[src/rtl/mux_sel_pkg.sv]
`default_nettype none
// ============================================================================
// Module      : mux_sel_pkg
// Description : Shared definitions for the six-way mux select arbiter:
//               source count, FSM state type and the per-source select
//               codes driven onto {sel1,sel2,sel3,sel4,sel5}.
// Revision    : 1.0 - initial release
// ============================================================================
package mux_sel_pkg;

  localparam int NSRC = 6;

  typedef enum logic [0:0] {
    IDLE  = 1'b0,
    GRANT = 1'b1
  } state_t;

  // {sel1,sel2,sel3,sel4,sel5}; mux don't-care positions are tied to 0
  localparam logic [4:0] SEL_A = 5'b10000;
  localparam logic [4:0] SEL_B = 5'b01100;
  localparam logic [4:0] SEL_C = 5'b01000;
  localparam logic [4:0] SEL_D = 5'b00100;
  localparam logic [4:0] SEL_E = 5'b00010;
  localparam logic [4:0] SEL_F = 5'b00000;

  function automatic logic [4:0] sel_of(input logic [2:0] idx);
    logic [4:0] s;
    case (idx)
      3'd0:    s = SEL_A;
      3'd1:    s = SEL_B;
      3'd2:    s = SEL_C;
      3'd3:    s = SEL_D;
      3'd4:    s = SEL_E;
      default: s = SEL_F;
    endcase
    return s;
  endfunction

endpackage
`default_nettype wire

[src/rtl/mux_sel_arbiter_rr_pick6.sv]
`default_nettype none
// ============================================================================
// Module      : rr_pick6
// Description : Combinational round-robin picker. Returns the first set
//               request bit found searching upward from ptr, wrapping 5->0.
// Ports       : req    [5:0] in  - request per source
//               ptr    [2:0] in  - search start index (0..5)
//               winner [2:0] out - selected source index (0 if none)
//               any          out - at least one request is set
// Revision    : 1.0 - initial release
// ============================================================================
module rr_pick6
  import mux_sel_pkg::*;
(
  input  logic [NSRC-1:0] req,
  input  logic [2:0]      ptr,
  output logic [2:0]      winner,
  output logic            any
);

  logic [2:0] w_start;
  logic [3:0] w_idx;

  always_comb begin
    // ptr never leaves 0..5; out-of-range values fall back to a search from 0
    w_start = (ptr < 3'd6) ? ptr : 3'd0;
    w_idx   = 4'd0;
    winner  = 3'd0;
    any     = 1'b0;
    for (int k = 0; k < NSRC; k++) begin
      w_idx = {1'b0, w_start} + 4'(k);
      if (w_idx >= 4'd6) begin
        w_idx = w_idx - 4'd6;
      end
      if (!any && req[w_idx[2:0]]) begin
        any    = 1'b1;
        winner = w_idx[2:0];
      end
    end
  end

endmodule
`default_nettype wire

[src/rtl/mux_sel_arbiter.sv]
`default_nettype none
// ============================================================================
// Module      : mux_sel_arbiter
// Description : Round-robin arbiter driving the selects of the six-way
//               4-bit priority mux. Grants one source at a time, encodes the
//               winner onto sel1..sel5 and flags a valid mux output.
//               Build option MUXSEL_HOLD_EN: when defined, a grant tenure is
//               limited to HOLD_CYCLES cycles; when undefined, the owner keeps
//               the grant for as long as it requests.
// Ports       : clk            in  - rising-edge clock
//               rst_n          in  - asynchronous active-low reset
//               req      [5:0] in  - request per source (bit0=a .. bit5=f)
//               grant    [5:0] out - one-hot registered grant, 0 when idle
//               sel1..sel5     out - registered mux selects
//               g_valid        out - mux output carries a granted source
//               owner    [2:0] out - current grant holder, 0 when idle
// Revision    : 1.0 - initial release
// ============================================================================
module mux_sel_arbiter
  import mux_sel_pkg::*;
#(
  parameter int HOLD_CYCLES = 4
) (
  input  logic            clk,
  input  logic            rst_n,
  input  logic [NSRC-1:0] req,
  output logic [NSRC-1:0] grant,
  output logic            sel1,
  output logic            sel2,
  output logic            sel3,
  output logic            sel4,
  output logic            sel5,
  output logic            g_valid,
  output logic [2:0]      owner
);

  state_t          r_state, w_state_nxt;
  logic [2:0]      r_owner, w_owner_nxt;
  logic [2:0]      r_ptr, w_ptr_nxt;
  logic [NSRC-1:0] r_grant, w_grant_nxt;
  logic [4:0]      r_sel, w_sel_nxt;
  logic            r_gvalid, w_gvalid_nxt;

  logic [2:0]      w_rel_ptr;
  logic [2:0]      w_pick_ptr;
  logic [2:0]      w_winner;
  logic            w_any;
  logic            w_keep;

  // Search start on release is owner+1, which leaves the releasing owner
  // competing last; from IDLE the stored pointer is used.
  assign w_rel_ptr  = (r_owner == 3'd5) ? 3'd0 : r_owner + 3'd1;
  assign w_pick_ptr = (r_state == GRANT) ? w_rel_ptr : r_ptr;

  rr_pick6 u_pick (
    .req    (req),
    .ptr    (w_pick_ptr),
    .winner (w_winner),
    .any    (w_any)
  );

`ifdef MUXSEL_HOLD_EN
  localparam logic [3:0] c_hold_last = 4'(HOLD_CYCLES - 1);

  logic [3:0] r_cnt, w_cnt_nxt;

  assign w_keep = req[r_owner] && (r_cnt < c_hold_last);

  // Counter only advances while the same tenure continues; any new grant,
  // including a re-grant to the sole requester, starts again from 0.
  assign w_cnt_nxt = ((r_state == GRANT) && w_keep) ? r_cnt + 4'd1 : 4'd0;

  always_ff @(posedge clk or negedge rst_n) begin
    if (!rst_n) begin
      r_cnt <= 4'd0;
    end else begin
      r_cnt <= w_cnt_nxt;
    end
  end
`else
  assign w_keep = req[r_owner];

  logic w_unused_hold;
  assign w_unused_hold = ^4'(HOLD_CYCLES);
`endif

  always_comb begin
    w_state_nxt  = r_state;
    w_owner_nxt  = r_owner;
    w_ptr_nxt    = r_ptr;
    w_grant_nxt  = r_grant;
    w_sel_nxt    = r_sel;
    w_gvalid_nxt = r_gvalid;
    case (r_state)
      IDLE: begin
        if (w_any) begin
          w_state_nxt  = GRANT;
          w_owner_nxt  = w_winner;
          w_grant_nxt  = {{(NSRC-1){1'b0}}, 1'b1} << w_winner;
          w_sel_nxt    = sel_of(w_winner);
          w_gvalid_nxt = 1'b1;
        end
      end
      GRANT: begin
        if (!w_keep) begin
          w_ptr_nxt = w_rel_ptr;
          if (w_any) begin
            // Hand over on the same edge, no idle bubble
            w_owner_nxt  = w_winner;
            w_grant_nxt  = {{(NSRC-1){1'b0}}, 1'b1} << w_winner;
            w_sel_nxt    = sel_of(w_winner);
            w_gvalid_nxt = 1'b1;
          end else begin
            w_state_nxt  = IDLE;
            w_owner_nxt  = 3'd0;
            w_grant_nxt  = '0;
            w_sel_nxt    = 5'b00000;
            w_gvalid_nxt = 1'b0;
          end
        end
      end
      default: begin
        w_state_nxt  = IDLE;
        w_owner_nxt  = 3'd0;
        w_grant_nxt  = '0;
        w_sel_nxt    = 5'b00000;
        w_gvalid_nxt = 1'b0;
      end
    endcase
  end

  always_ff @(posedge clk or negedge rst_n) begin
    if (!rst_n) begin
      r_state  <= IDLE;
      r_owner  <= 3'd0;
      r_ptr    <= 3'd0;
      r_grant  <= '0;
      r_sel    <= 5'b00000;
      r_gvalid <= 1'b0;
    end else begin
      r_state  <= w_state_nxt;
      r_owner  <= w_owner_nxt;
      r_ptr    <= w_ptr_nxt;
      r_grant  <= w_grant_nxt;
      r_sel    <= w_sel_nxt;
      r_gvalid <= w_gvalid_nxt;
    end
  end

  assign grant   = r_grant;
  assign sel1    = r_sel[4];
  assign sel2    = r_sel[3];
  assign sel3    = r_sel[2];
  assign sel4    = r_sel[1];
  assign sel5    = r_sel[0];
  assign g_valid = r_gvalid;
  assign owner   = r_owner;

endmodule
`default_nettype wire

[config.mk]
export PLATFORM = sky130hd
export DESIGN_NAME = mux_sel_arbiter
export DESIGN_NICKNAME = d
export VERILOG_FILES = /design/src/rtl/mux_sel_pkg.sv /design/src/rtl/mux_sel_arbiter_rr_pick6.sv /design/src/rtl/mux_sel_arbiter.sv
export SDC_FILE = /design/constraint.sdc
export NUM_CORES = 1
export LEC_CHECK = 0
export ABC_CLOCK_PERIOD_IN_PS = 7100
export CORE_ASPECT_RATIO = 1.5
export CORE_MARGIN = 2
export CORE_UTILIZATION = 55
export CTS_BUF_LIST = sky130_fd_sc_hd__clkbuf_4
export CTS_CLUSTER_SIZE = 12
export DETAILED_ROUTE_END_ITERATION = 8
export PLACE_DENSITY = 0.87
export SYNTH_ARGS = -nofsm -noshare
export SYNTH_HDL_FRONTEND = slang
export SYNTH_SLANG_ARGS = --single-unit
[constraint.sdc]
create_clock -name clk -period 7.1 [get_ports clk]
set_input_delay 2.13 -clock clk [delete_from_list [all_inputs] [get_ports clk]]
set_output_delay 2.13 -clock clk [all_outputs]
set_load 0.02 [all_outputs]
==> parameters.txt <==
Parameter                              Value

Timing
  Worst slew margin relative to its limit    45.8%
  Slew of the pin with the lowest slew margin    0.804 ns
  Final max-slew violation count    0
  Final setup violation count    0
  Maximum clock rate    0.194 GHz
  Final clock period utilization by the worst path    72.5%
  Final critical delay including setup and external delays    5.14 ns
  Setup repair after global routing missed its margin    false
  Final worst-path setup slack    1.96 ns
  Final setup skew    0.00478 ns
  TNS Setup    0 ns
  Hold violation count in the final report    0

Logic synthesis
  XOR/XNOR share of the synthesized area    2.24%
  Multiplexer area fraction after synthesis    15.8%
  Main area contributors after synthesis    dfrtp_1 22%, ha_1 5.8%, mux2i_1 5.1%
  Share of Yosys cell area claimed by the top area cell type    21.7%
  Most instantiated cells after synthesis    17 x dfrtp_1, 11 x nor2_1, 11 x o21ai_0
  Main combinational cell family by area after synthesis    compound AO/OA/AOI/OAI gates
  Cell area after technology mapping    1960 um2
  Library cell with the highest instance count after synthesis    dfrtp_1
  Number of cells produced by synthesis    212
  Part of the Yosys area used for sequential elements    21.7%
  Syn Nets    229
  Most instantiated flip-flop cell in the synthesis netlist    dfrtp_1
  Share of synthesized cell area in and, or, nand and nor gates    18.3%
  Post-synthesis sequential element count    17
  Proportion of synthesized flip-flops having asynchronous set or reset    100%
  Number of distinct library cells after synthesis    65
  Post-synth EDFFs    0
  Compound-gate portion of the synthesized area    30.1%
  Leading area contributor after synthesis    dfrtp_1
  Synth Warn #    0
  Adder and majority cell fraction of the synthesized area    5.75%
  Avg Inst Size Synth    9.24 um2

Placement
  HPWL after detailed placement    3.57 mm
  Post-DP Area    2150 um2
  Worst setup slack after placement    1.87 ns
  Final weighted congestion in routability-driven placement    0.928
  Number of buffers added on ports    21

Clocking
  Inserted Clock Buffers    3
  Clock H-tree levels    1
  Maximum buffer depth of the clock tree    2
  Number of sinks handled by clock tree synthesis    17
  Quantity of hold-fixing buffers added after cts    0
  Clock latency on the worst-skew pair    0.29 ns
  CTS tree    yes
  Post-CTS sizing    0
  Worst-path clk slew    0.09 ns
  Post-CTS Setup Repair Bufs    0
  Clk Tree Root Cell    clkbuf_4

Global route
  Initial antenna violation count    0
  Wire length of the first global-routing pass    7.95 mm
  GRT Util Overall    25.2%
  Pin count of the biggest net entering global routing    21
  Aggregate global routing overflow    0
  Number of global-route vias before repair    1769

Routing
  Number of violations reported at the end of detailed-routing iteration 0    58
  Detailed-route wire length    4.82 mm
  Total via count after detailed routing    1788
  Number of routed nets with antenna violations    0
  Via-to-Cell Ratio    6.70
  Routed length per placed instance    18.1 um
  Length of the first detailed-routing pass in iterations    4
  DRC violation count after routing    0

Setup path
  Kind of start point of the critical path    flip-flop
  Highest fanout seen on the critical path    12
  Crit path max-delay cell type    dfrtp_1
  Setup crit end kind    flip-flop
  Worst path cell trace    mux2i_1 -> mux2i_1 -> inv_1 -> ha_1 -> a21o_4 -> inv_6 -> ha_1 -> a21oi_1 -> a31oi_1 -> xor2_1 -> mux2_2 -> o2111ai_4 -> or4_4 -> o221a_1 -> or2_4 -> a221o_1
  Crit path kind    reg2reg
  Endpoint required time on the critical path    7.29 ns
  Arrival time of data at the critical path endpoint    5.33 ns
  Largest stage delay, worst path    0.59 ns

Die
  Core Region    3420 um2
  Floorplan die area    4060 um2
  Initial core utilization    57.3%
  Vert. Die Dim    77.1 um
  Boundary Pins    23
  Horiz. Die Dim    52.7 um
  Std cell rows    26

Cells and area
  Multi-input gate area in the final layout    1420 um2
  Post-layout utilization of the core    63.8%
  Inserted Diodes    0
  Final Cell Area    2180 um2
  Layout fillers    298
  Layout net count    243
  Sequential standard cell area    425 um2
  Proportion of layout cells with a drive suffix above 1    13.3%
  Area delta synth->final    11.2%

Outcome
  Outcome    finished clean

Run
  Maxcap violations    0

Min path
  Worst min-delay path class    reg2reg
[critical path, delay by kind of cell, from the launching register on]
family                   cells  cell delay (ns)
AND/OR/NAND/NOR              2             0.83
XOR/XNOR                     1             0.48
flip-flops                   1             0.59
adder cells (fa/ha/maj)      2             0.69
AO/OA/AOI/OAI                6             1.37
buffers and inverters        2             0.28
multiplexers                 3             0.78
[stage by stage]
step / cells / hold slack (ns)
2_1_floorplan: 212 / 0.475
3_3_place_gp: 263 / 0.482
3_5_place_dp: 263 / 0.483
4_1_cts: 267 / 0.507
5_1_grt: 267 / 0.530
6_report: 267 / 0.504
[per-layer routing]
metal / global-route usage (%) / vias up / wire length [um]
met5: 0 / - / 0
met4: 10.5 / 0 / 114
met3: 2.14 / 17 / 251
met2: 44.3 / 78 / 2460
met1: 30.3 / 849 / 1990
li1: - / 844 / -
[state kept, by name, summed over array words and instances, names as in the netlist]
signal   flops
r_state      1
g_valid      1
r_sel        3
r_ptr        3
grant        6
owner        3
[cells in the final DEF, fill, tap and decap left out, types with 3 or more instances in the layout]
cell              n
nand2b_1          6
o31ai_1           4
mux2i_1          10
ha_1              9
a22oi_1           3
clkdlybuf4s50_1  21
clkbuf_4          4
nor2b_1           4
a32o_1            4
nor3_1            7
nand2_1           9
a211oi_1          5
o21a_1            3
o31a_1            3
mux4_2            4
nor3b_1           3
nor2_1           11
xnor2_1           3
a22o_1            4
nand3_1           5
dfrtp_1          17
o21ai_0          11
mux2_2            8
a21oi_1           7
and3_1            3
nand3b_1          3
inv_1             8
[final cells by class]
cell class | instances | share of cell area, %
inverters | 10 | 1.95
well taps | 42 | 2.41
clock buffers | 4 | 1.38
multi-input cells | 173 | 65.1
repair buffers | 21 | 9.65
flip-flops and latches | 17 | 19.5
[kinds of logic after synthesis]
kind of cell,after synthesis
flip-flops,17
multiplexers,24
adder cells (fa/ha/maj),9
XOR/XNOR,5
AND/OR/NAND/NOR,62
AO/OA/AOI/OAI,72
buffers and inverters,22
other,1
[final timing paths]
check,from,end,slack (ns),depth (start not counted)
setup / recovery,owner[0],r_sel[3],1.96,16
setup reg to reg,owner[0],r_sel[3],1.96,16
hold reg to reg,grant[0],grant[0],0.50,1
hold / removal,grant[0],grant[0],0.50,1
max in group asynchronous,rst_n,owner[2],4.38,1
min in group asynchronous,rst_n,grant[2],2.26,1
Power is left out: the tool's default activity adds up to more than one toggle a clock period on the data nets, which glitch-free logic cannot reach.
